`src/rtl/log_prod_accum.sv`:
```
// log_prod_accum: streaming dot-product accumulator for the signed Mitchell
// log-multiplier. Sums VEC_LEN signed products per result and holds each result
// on a valid/ready output until it is taken.
// Optional build macro: LOG_ACC_SAT_EN selects saturating adds and a sticky
// overflow flag. Without it the sum wraps and o_ovf is tied low.
module log_prod_accum #(
    parameter int PROD_W  = 16,
    parameter int ACC_W   = 24,
    parameter int VEC_LEN = 16,
    parameter int CNT_W   = $clog2(VEC_LEN + 1)
) (
    input  logic              i_clk,
    input  logic              i_rst_n,
    input  logic              i_clear,
    input  logic              i_valid,
    output logic              o_ready,
    input  logic [PROD_W-1:0] i_prod,
    output logic              o_valid,
    input  logic              i_ready,
    output logic [ACC_W-1:0]  o_sum,
    output logic [CNT_W-1:0]  o_count,
    output logic              o_ovf
);

    // state | meaning
    // S_ACC | accepting product beats into acc
    // S_OUT | holding a finished result until the output handshake
    typedef enum logic {S_ACC, S_OUT} state_t;

    localparam logic [CNT_W-1:0] CNT_LAST = CNT_W'(VEC_LEN - 1);
    localparam logic [CNT_W-1:0] CNT_ONE  = CNT_W'(1);

    state_t                   state_q, state_d;
    logic signed [ACC_W-1:0]  acc_q, acc_d;
    logic        [CNT_W-1:0]  count_q, count_d;
    logic        [ACC_W-1:0]  sum_q, sum_d;

    logic signed [PROD_W-1:0] prod_s;
    logic signed [ACC_W-1:0]  prod_ext;
    logic signed [ACC_W-1:0]  add_res;
    logic                     accept;
    logic                     out_hs;

    assign prod_s   = i_prod;
    assign prod_ext = ACC_W'(prod_s);
    assign accept   = i_valid && (state_q == S_ACC) && !i_clear;
    assign out_hs   = i_ready && (state_q == S_OUT) && !i_clear;

`ifdef LOG_ACC_SAT_EN
    logic signed [ACC_W:0] add_wide;
    logic                  add_clamp;
    logic                  ovf_q, ovf_d;

    // Saturating add: one extra bit exposes overflow, then clamp to range.
    always_comb begin
        add_wide  = {acc_q[ACC_W-1], acc_q} + {prod_ext[ACC_W-1], prod_ext};
        add_clamp = (add_wide[ACC_W] != add_wide[ACC_W-1]);
        if (add_clamp) begin
            add_res = add_wide[ACC_W] ? {1'b1, {(ACC_W-1){1'b0}}}
                                      : {1'b0, {(ACC_W-1){1'b1}}};
        end else begin
            add_res = add_wide[ACC_W-1:0];
        end
    end

    // Sticky overflow: set on any clamp, cleared by handshake or clear.
    always_comb begin
        ovf_d = ovf_q;
        if (i_clear || out_hs) begin
            ovf_d = 1'b0;
        end else if (accept && add_clamp) begin
            ovf_d = 1'b1;
        end
    end

    // Overflow flag register.
    always_ff @(posedge i_clk or negedge i_rst_n) begin
        if (!i_rst_n) begin
            ovf_q <= 1'b0;
        end else begin
            ovf_q <= ovf_d;
        end
    end

    assign o_ovf = ovf_q;
`else
    assign add_res = acc_q + prod_ext;
    assign o_ovf   = 1'b0;
`endif

    // Next-state, accumulator, counter and result capture; clear wins.
    always_comb begin
        state_d = state_q;
        acc_d   = acc_q;
        count_d = count_q;
        sum_d   = sum_q;
        if (i_clear) begin
            state_d = S_ACC;
            acc_d   = '0;
            count_d = '0;
        end else if (accept) begin
            acc_d   = add_res;
            count_d = count_q + CNT_ONE;
            if (count_q == CNT_LAST) begin
                sum_d   = add_res;
                state_d = S_OUT;
            end
        end else if (out_hs) begin
            state_d = S_ACC;
            acc_d   = '0;
            count_d = '0;
        end
    end

    // State and datapath registers.
    always_ff @(posedge i_clk or negedge i_rst_n) begin
        if (!i_rst_n) begin
            state_q <= S_ACC;
            acc_q   <= '0;
            count_q <= '0;
            sum_q   <= '0;
        end else begin
            state_q <= state_d;
            acc_q   <= acc_d;
            count_q <= count_d;
            sum_q   <= sum_d;
        end
    end

    assign o_ready = (state_q == S_ACC);
    assign o_valid = (state_q == S_OUT);
    assign o_sum   = sum_q;
    assign o_count = count_q;

endmodule

```
`config.mk`:
```
export PLATFORM = sky130hd
export DESIGN_NAME = log_prod_accum
export DESIGN_NICKNAME = d
export VERILOG_FILES = /design/src/rtl/log_prod_accum.sv
export SDC_FILE = /design/constraint.sdc
export NUM_CORES = 1
export LEC_CHECK = 0
export CAP_MARGIN = 5
export CORE_MARGIN = 5
export CORE_UTILIZATION = 49
export DETAILED_ROUTE_END_ITERATION = 6
export DONT_BUFFER_PORTS = 1
export SYNTH_ARGS = -nofsm -noshare
export SYNTH_HDL_FRONTEND = slang
export SYNTH_SLANG_ARGS = --single-unit
```
`constraint.sdc`:
```
create_clock -name i_clk -period 5.1 [get_ports i_clk]
set_clock_uncertainty 0.05 [all_clocks]
set_input_delay 0.255 -clock i_clk [delete_from_list [all_inputs] [get_ports i_clk]]
set_output_delay 0.255 -clock i_clk [all_outputs]
set_load 0.01 [all_outputs]
```
==> reports/summary.txt, run 1 <==
status = complete, no violations
CTS Buffer Depth = 2
top cells by area, synth = dfrtp_1, ha_1, o21ai_0
Clock power frac = 0.243
Vias = 2370
Worst path max stage delay = 410 ps
Total Wirelength = 6.866 mm
Comb power frac = 0.320
post-place instance area = 3238 µm²
1st-pass router iterations = 4
synthesized cell area = 3201 µm²
initial drt markers = 78
die area = 8248 µm²
area leader, netlist = dfrtp_1
antenna viol nets, final = 0
FP Rows = 29
Post-Layout Cell Count = 406
f_max = 0.3585 GHz
largest net degree at the start of global routing = 55
fillers = 572
Synth top area share = 0.4222
Sw Share = 0.3364
Flop pwr share = 0.438
Synth Warn # = 0
Final GP Congestion = 0.8966
RSZ-0062 raised after global routing = no
setup violators final = 0
CP startpoint kind = register
# diodes = 0
H-Tree Depth = 2
syn nets = 377
initial antenna violation count = 0
Core Box Area = 6350 µm²
total power = 1.095 mW
Post-synth EDFFs = 0
number of global-route vias before repair = 2434
syn_area_per_cell = 9.699 µm²
number of synthesized register bits = 54
worst-skew pair later-pin latency = 300 ps
global route overflow = 0
Final Cycle Share = 0.5469
clk slew on worst S/H paths = 100 ps
Net Sw Power = 0.3683 mW
IO buf count = 0
Starting Density = 0.5040
post-synthesis sequential area ratio = 0.4222
asr flop ratio synth = 1.000
crit path cell chain = ha_1 > inv_1 > fa_1 > nor2b_1 > o31a_1 > o22ai_2 > o221a_4 > o41ai_2 > xor2_1 > mux2_1
number of max-cap violations = 0
area grow syn2layout = 5.942%
first-pass GRT wire length = 11.92 mm
Cells after Synth = 330
Unique masters post-synth = 52
nets@finish = 375
P per Cell Area = 322.9 nW/µm²
Primary FF master, synth = dfrtp_1
TNS Setup = 0 ps
aggregate global-route resource usage = 0.1754
worst-margin pin slew = 823.3 ps
Peak VDD IR = 0.1506 mV
slew margin rel. = 0.4500
leakage = 1.552 nW
CTS tree = yes
clock root buffer master = clkbuf_8
Die Span Y = 90.82 µm
final instance area = 3391 µm²
I/O pins = 53
WL per Instance = 16.91 µm
Via-to-Cell Ratio = 5.837
die width = 90.82 µm
DP Cell Count = 395
Critical Path Fanout Max = 4
Crit Path Class = reg -> reg
DPL Wire Length = 4.972 mm
fin crit period = 2789 ps
share of cells above drive strength 1 = 0.08511
CP Capture Type = register
Critical Path AT = 2930 ps
DRC viols = 0
TritonCTS Buffers = 5
Pins Over Slew Limit = 0
worst path required time = 5240 ps
CP delay by family, top = compound AO/OA/AOI/OAI gates
final hold vios = 0
post_cts resized = 0
CP max stage cell = fa_1
worst min path class = in -> reg
Int Pwr = 0.7267 mW
Clock Sinks = 54
worst path bufs/invs = 1
## metal layers
metal / share of wire / vias to the layer above / global-route usage
li1: - / 1176 / -
met1: 0.47 / 1123 / 0.2400
met2: 0.45 / 61 / 0.2724
met3: 0.059 / 10 / 0.05000
met4: 0.016 / 0 / 0.04645
met5: 0 / - / 0
## Yosys cell counts (all sizes together) (2+ instances only)
library cell	instances
a211oi	3
a21o	6
a21oi	25
a22o	7
a41oi	2
and2	2
buf	4
clkbuf	9
dfrtp	54
ha	25
inv	6
mux2	7
nand2	55
nand2b	3
nand3	3
nand4	3
nor2	10
nor2b	5
o211ai	5
o21ai	51
o21bai	2
or3	2
xnor2	11
xor2	10
## area by class of cell
| class | count | area, µm² | share of cell area |
|---|---|---|---|
| clock buffer | 7 | 96.34 | 0.02841 |
| clock inverter | 1 | 8.758 | 0.002583 |
| inverter | 6 | 22.52 | 0.006642 |
| multi-input combinational | 257 | 1760 | 0.5192 |
| sequential | 54 | 1351 | 0.3985 |
| tap | 77 | 96.34 | 0.02841 |
| timing repair buffer | 4 | 55.05 | 0.01624 |
## cells in the final DEF (no fill, tap or decap), types with 2 or more instances in the layout
master	instances
xor2_1	10
a21o_1	6
nand2_1	52
nand2b_1	3
clkbuf_8	7
nand2_2	3
nand3_1	3
dlygate4sd3_1	2
o21ai_0	50
nor2b_1	5
inv_1	6
ha_1	25
o211ai_1	5
a22o_1	7
mux2_2	6
xnor2_1	11
o21bai_1	2
nand4_1	3
a211oi_2	2
a21oi_1	25
or3_1	2
dfrtp_1	54
nor2_1	10
## registers in the layout (all words and copies together), names as in the netlist
name,flops
o_count,5
o_sum,24
acc_q,24
o_valid,1
## what timing repair did
action                    CTS  global route
buffers inserted            0             0
hold endpoints to repair   56             0
hold buffers                3             0
## power groups by stage
| stage | clock network (mW) | logic [mW] | registers, mW |
|---|---|---|---|
| 2_1_floorplan | 0 | 0.278 | 0.482 |
| 6_report | 0.266 | 0.350 | 0.479 |
| 3_3_place_gp | 0 | 0.334 | 0.487 |
| 4_1_cts | 0.278 | 0.352 | 0.479 |
| 5_1_grt | 0.301 | 0.397 | 0.484 |
| 3_5_place_dp | 0 | 0.336 | 0.488 |
## metrics by stage
stage          setup slack (ps)  utilization  hold slack [ps]
6_report                   2311       0.5340            59.83
3_5_place_dp               2312       0.5100           -89.29
2_1_floorplan              2573            -           -90.59
3_3_place_gp               2390       0.5100           -89.14
5_1_grt                    2032       0.5340            51.48
4_1_cts                    2322       0.5340            53.93
## kinds of logic (layout without fill, tap and decap cells)
kind of cell / Yosys count / in the layout / synth area share
compound gates: 114 / 114 / 0.2303
buf+inv: 19 / 18 / 0.02932
xor+xnor: 22 / 22 / 0.06450
mux: 7 / 7 / 0.02463
fa+ha+maj: 26 / 26 / 0.1040
simple gates: 87 / 87 / 0.1239
other cells: 1 / 1 / 0.001172
flops: 54 / 54 / 0.4222
## worst paths after layout
path	startpoint	to	slack, ps	depth (start not counted)
max	acc_q[0]	o_sum[22]	2310	10
min	i_ready	o_valid	60	2
max reg2reg	acc_q[0]	o_sum[22]	2310	10
min reg2reg	acc_q[3]	acc_q[3]	440	2
max in group asynchronous	i_rst_n	acc_q[16]	4360	2
min in group asynchronous	i_rst_n	o_sum[9]	400	2
No activity file was read; power rests on OpenSTA's default activity.
==> run 2: changes to the inputs <==
==> constraint.sdc (replaced) <==
create_clock -name i_clk -period 2.57 [get_ports i_clk]
set_clock_uncertainty 0.05 [all_clocks]
set_input_delay 0.1285 -clock i_clk [delete_from_list [all_inputs] [get_ports i_clk]]
set_output_delay 0.1285 -clock i_clk [all_outputs]
set_load 0.01 [all_outputs]
==> run 2 against run 1 <==
Net effect: non-clock buffer count is 15 higher; total power is 110% higher; worst setup slack got worse by 2300 ps; core utilization rose by 3.0 points; largest power group unchanged; critical path depth down 2; sequential cell count is the same; largest cell class unchanged; count of clock-buffer cells in the layout stayed put; first-iteration DRC count decreased by 38%; wire length increased by 2.1%; hold slack better by 12 ps; sequential share of layout area is 2.1 points lower.
==> reports/summary.txt, run 2 (synthesis results as in run 1) <==
die area = 8248 µm² (unchanged)
Crit Path Class = reg -> reg
number of max-cap violations = 0 (unchanged)
die width = 90.82 µm (unchanged)
Peak VDD IR = 0.3255 mV (+120%)
DPL Wire Length = 5.130 mm (+3.2%)
Hold Crit Start = i_prod[0]
area occupied by multi-input gates = 1846 µm² (+4.8%)
Comb power frac = 0.351 (+0.031)
status = complete, no violations
worst r2r src = acc_q[1]
IO buf count = 0 (unchanged)
total power = 2.254 mW (+110%)
area grow syn2layout = 11.96%
initial antenna violation count = 0 (unchanged)
Crit. Startpoint = acc_q[1]
CP max stage cell = dfrtp_1
Critical Path AT = 2670 ps (-260 ps)
commonest non-fill, non-tap cells in the layout = dfrtp_1, nand2_1, o21ai_0
pre-CTS WS = -20.31 ps (-2332 ps)
fillers = 572 (unchanged)
initial drt markers = 48 (-38%)
slew margin rel. = 0.4918 (+0.04185)
Flop pwr share = 0.422 (-0.016)
H-Tree Depth = 2 (unchanged)
Vias = 2402 (+1.4%)
FP Rows = 29 (unchanged)
global route overflow = 0 (unchanged)
commonest non-fill, non-tap cell in the layout = dfrtp_1
antenna viol nets, final = 0 (unchanged)
Worst path max stage delay = 410 ps (about the same)
final instance area = 3583 µm² (+5.7%)
# diodes = 0 (unchanged)
worst path required time = 2730 ps (-2510 ps)
final hold vios = 0 (unchanged)
leakage = 1.642 nW (+5.8%)
Net Sw Power = 0.7764 mW (+110%)
setup violators final = 0 (unchanged)
Clock Sinks = 54 (unchanged)
post-place instance area = 3313 µm² (+2.3%)
worst min path class = in -> reg
Total Wirelength = 7.011 mm (+2.1%)
Die Span Y = 90.82 µm (unchanged)
Int Pwr = 1.477 mW (+100%)
worst path bufs/invs = 0 (-1)
fin crit period = 2518 ps (-271.3 ps)
CTS tree = yes
Pins Over Slew Limit = 0 (unchanged)
P per Cell Area = 628.9 nW/µm² (+95%)
clk slew on worst S/H paths = 100 ps (about the same)
CP delay by family, top = compound AO/OA/AOI/OAI gates
Via-to-Cell Ratio = 5.705 (-2.3%)
Core Box Area = 6350 µm² (unchanged)
Post-Layout Cell Count = 421 (+3.7%)
Final Cycle Share = 0.9798 (+0.4328)
crit path cell chain = ha_1 > a211oi_4 > o211ai_1 > a31o_1 > a41o_1 > a41oi_2 > xnor2_2 > mux2_2
first-pass GRT wire length = 12.36 mm (+3.6%)
CP Capture Type = register
RSZ-0062 raised after global routing = yes
Starting Density = 0.5040 (unchanged)
nets@finish = 390 (+4.0%)
worst-margin pin slew = 762.3 ps (-61.08 ps)
Reg area = 1351 µm² (unchanged)
DRC viols = 0 (unchanged)
CP startpoint kind = register
clock root buffer master = clkbuf_8
number of global-route vias before repair = 2517 (+3.4%)
I/O pins = 53 (unchanged)
Clock power frac = 0.227 (-0.016)
TritonCTS Buffers = 5 (unchanged)
WL per Instance = 16.65 µm (-1.5%)
CTS Buffer Depth = 2 (unchanged)
Sw Share = 0.3445 (+0.008171)
Critical Path Fanout Max = 3 (-1)
f_max = 0.3971 GHz (+11%)
Final GP Congestion = 0.8870 (-1.1%)
largest net degree at the start of global routing = 55 (unchanged)
share of cells above drive strength 1 = 0.1424 (+0.05734)
DP Cell Count = 405 (+2.5%)
aggregate global-route resource usage = 0.1805 (+0.005124)
1st-pass router iterations = 4 (unchanged)
final worst slack = 51.98 ps (-2259 ps)
worst-skew pair later-pin latency = 310 ps (about the same)
[run 2: worst paths after layout]
| check | cells after the start | endpoint | slack, ps |
|---|---|---|---|
| worst min-delay path | 2 | acc_q[0] | 70 |
| min in group asynchronous | 2 | o_sum[9] | 270 |
| worst max register to register | 8 | o_sum[21] | 50 |
| worst min register to register | 2 | acc_q[3] | 450 |
| worst max-delay path | 8 | o_sum[21] | 50 |
| max in group asynchronous | 2 | acc_q[15] | 1950 |
[run 2: power by group through the flow]
stage | combinational, mW | clock (mW) | sequential (mW)
2_1_floorplan | 0.552 | 0 | 0.956
3_3_place_gp | 0.696 | 0 | 0.966
3_5_place_dp | 0.699 | 0 | 0.967
4_1_cts | 0.732 | 0.535 | 0.950
5_1_grt | 0.886 | 0.579 | 0.961
6_report | 0.792 | 0.512 | 0.950
[run 2: area by class of cell]
type	instances	share of cell area
Clock inverter	1	0.002444
Clock buffer	7	0.02409
Tap cell	77	0.02689
Sequential cell	54	0.3771
Multi-Input combinational cell	257	0.5150
Inverter	6	0.006285
Timing Repair Buffer	19	0.04818
[run 2: metrics by stage]
stage | hold WS [ps] | TNS [ps] | util
6_report | 72.16 | 0 | 0.5643
5_1_grt | 65.42 | -64.62 | 0.5643
4_1_cts | 46.51 | -23.93 | 0.5474
3_5_place_dp | -215.6 | -20.31 | 0.5218
3_3_place_gp | -215.7 | 0 | 0.5218
2_1_floorplan | -217.1 | 0 | -
[run 2: repair_timing]
item / in CTS / in global routing
setup buffers: 0 / 3
hold buffers: 5 / 0
gates resized for setup: 1 / 13
pin swaps: 3 / 9
endpoints found under the setup margin: 2 / 11
hold endpoints to repair: 56 / 0
[run 2: routing by layer]
metal  wire length, µm  GRT usage
met5                 0          0
met4               144    0.05746
met3               365    0.05333
met2              3225     0.2881
met1              3274     0.2350
==> run 3: changes to the inputs <==
--- a/config.mk
+++ b/config.mk
@@ -10,6 +10,7 @@
 export CORE_UTILIZATION = 49
 export DETAILED_ROUTE_END_ITERATION = 6
 export DONT_BUFFER_PORTS = 1
+export RECOVER_POWER = 100
 export SYNTH_ARGS = -nofsm -noshare
 export SYNTH_HDL_FRONTEND = slang
 export SYNTH_SLANG_ARGS = --single-unit
==> run 3 against run 2 <==
Net effect: worst setup slack better by 4.9 ps; critical path depth stayed put; maximum frequency is 0.19% higher; cell area is 1.5% lower; critical path type unchanged; critical endpoint unchanged.
==> reports/summary.txt, run 3 (synthesis results as in run 1) <==
Worst R2R Setup Slack = 60 ps (about the same)
CTS tree = yes
Worst path max stage delay = 410 ps (about the same)
DRC viols = 0 (unchanged)
Core Box Area = 6350 µm² (unchanged)
worst min path class = in -> reg
Pins Over Slew Limit = 0 (unchanged)
I/O pins = 53 (unchanged)
Critical Path AT = 2670 ps (about the same)
TNS Setup = 0 ps (unchanged)
leakage = 1.607 nW (-2.1%)
WL per Instance = 16.61 µm (-0.29%)
share of cells above drive strength 1 = 0.1308 (-0.01163)
clk slew on worst S/H paths = 100 ps (about the same)
CP delay by family, top = compound AO/OA/AOI/OAI gates
Hold Crit Start = i_prod[0]
die area = 8248 µm² (unchanged)
worst path required time = 2720 ps (about the same)
largest net degree at the start of global routing = 55 (unchanged)
Crit Path Class = reg -> reg
fin crit period = 2513 ps (-4.884 ps)
commonest non-fill, non-tap cells in the layout = dfrtp_1, nand2_1, o21ai_0
# diodes = 0 (unchanged)
final hold vios = 0 (unchanged)
number of max-cap violations = 0 (unchanged)
f_max = 0.3979 GHz (+0.19%)
R2R cell count = 8 (unchanged)
Total Wirelength = 6.991 mm (-0.29%)
global route overflow = 0 (unchanged)
initial drt markers = 37 (-23%)
worst-margin pin slew = 1321 ps (+558.3 ps)
final worst slack = 56.86 ps (+4.884 ps)
die width = 90.82 µm (unchanged)
hold path depth = 2 (unchanged)
clock root buffer master = clkbuf_8
Starting Density = 0.5040 (unchanged)
CTS Buffer Depth = 2 (unchanged)
final instance area = 3528 µm² (-1.5%)
TritonCTS Buffers = 5 (unchanged)
total power = 2.224 mW (-1.3%)
CP Capture Type = register
Worst R2R End = o_sum[21]
Final Cycle Share = 0.9779 (-0.001900)
Via-to-Cell Ratio = 5.703 (about the same)
Clock Sinks = 54 (unchanged)
Peak VDD IR = 0.3239 mV (-0.48%)
Critical Path Fanout Max = 3 (unchanged)
post-place instance area = 3313 µm² (unchanged)
DPL Wire Length = 5.130 mm (unchanged)
antenna viol nets, final = 0 (unchanged)
aggregate global-route resource usage = 0.1805 (unchanged)
Die Span Y = 90.82 µm (unchanged)
nets@finish = 390 (unchanged)
CP startpoint kind = register
crit path cell chain = ha_1 > a211oi_4 > o211ai_1 > a31o_1 > a41o_1 > a41oi_2 > xnor2_2 > mux2_2
H-Tree Depth = 2 (unchanged)
worst-skew pair later-pin latency = 310 ps (about the same)
RSZ-0062 raised after global routing = yes
slew margin rel. = 0.1196 (-0.3722)
Vias = 2401 (-0.042%)
commonest non-fill, non-tap cell in the layout = dfrtp_1
worst path bufs/invs = 0 (unchanged)
setup violators final = 0 (unchanged)
pre-CTS WS = -20.31 ps (unchanged)
worst r2r src = acc_q[1]
initial antenna violation count = 0 (unchanged)
Final GP Congestion = 0.8870 (unchanged)
number of global-route vias before repair = 2517 (unchanged)
worst hold margin = 72.12 ps (-0.03520 ps)
CP max stage cell = dfrtp_1
FP Rows = 29 (unchanged)
IO buf count = 0 (unchanged)
first-pass GRT wire length = 12.36 mm (unchanged)
status = complete, no violations
P per Cell Area = 630.2 nW/µm² (+0.21%)
1st-pass router iterations = 4 (unchanged)
hold endpoint = acc_q[0]
area grow syn2layout = 10.24%
-- run 3: stage by stage --
stage,instances,utilization
3_5_place_dp,405,0.5218
2_1_floorplan,330,-
4_1_cts,418,0.5474
3_3_place_gp,405,0.5218
6_report,421,0.5557
5_1_grt,421,0.5557
-- run 3: report_power, final --
| group | total (mW) | switching [mW] | leakage (nW) | internal, mW |
|---|---|---|---|---|
| Clock | 0.507 | 0.284 | 0.0489 | 0.223 |
| Sequential | 0.950 | 0.0408 | 0.737 | 0.910 |
| Combinational | 0.766 | 0.438 | 0.821 | 0.328 |
| Total | 2.22 | 0.762 | 1.61 | 1.46 |
-- run 3: repair_timing --
| action | CTS | global route |
|---|---|---|
| hold buffers | 5 | 0 |
| setup buffers | 0 | 3 |
| setup endpoints to repair | 2 | 11 |
| endpoints found under the hold margin | 56 | 0 |
| pin swaps | 3 | 9 |
| gates resized for setup | 1 | 13 |
-- run 3: area by class of cell --
type,count,area [µm²]
fill,580,2821
multi-input combinational,257,1819
sequential,54,1351
timing repair buffer,19,143.9
tap,77,96.34
clock buffer,7,86.33
inverter,6,22.52
clock inverter,1,8.758
-- run 3: worst max-delay path by stage --
stage	start	endpoint	cells after the start
6_report	acc_q[1]	o_sum[21]	8
2_1_floorplan	acc_q[0]	o_sum[22]	10
3_3_place_gp	acc_q[0]	o_sum[22]	10
4_1_cts	acc_q[0]	o_sum[20]	10
5_1_grt	acc_q[0]	o_sum[22]	10
3_5_place_dp	acc_q[0]	o_sum[22]	10
-- run 3: metal layers --
metal  GRT usage  vias up  share of wire
met2      0.2881       45           0.46
met5           0        -              0
li1            -     1214              -
met1      0.2350     1130           0.47
met4     0.05746        0          0.021
met3     0.05333       12          0.051
-- run 3: worst reg2reg max path, cell delays in order (launching register included) --
cell	delay (ps)
dfrtp_1	410
ha_1	330
a211oi_4	230
o211ai_1	170
a31o_1	280
a41o_1	280
a41oi_2	270
xnor2_2	120
mux2_2	270
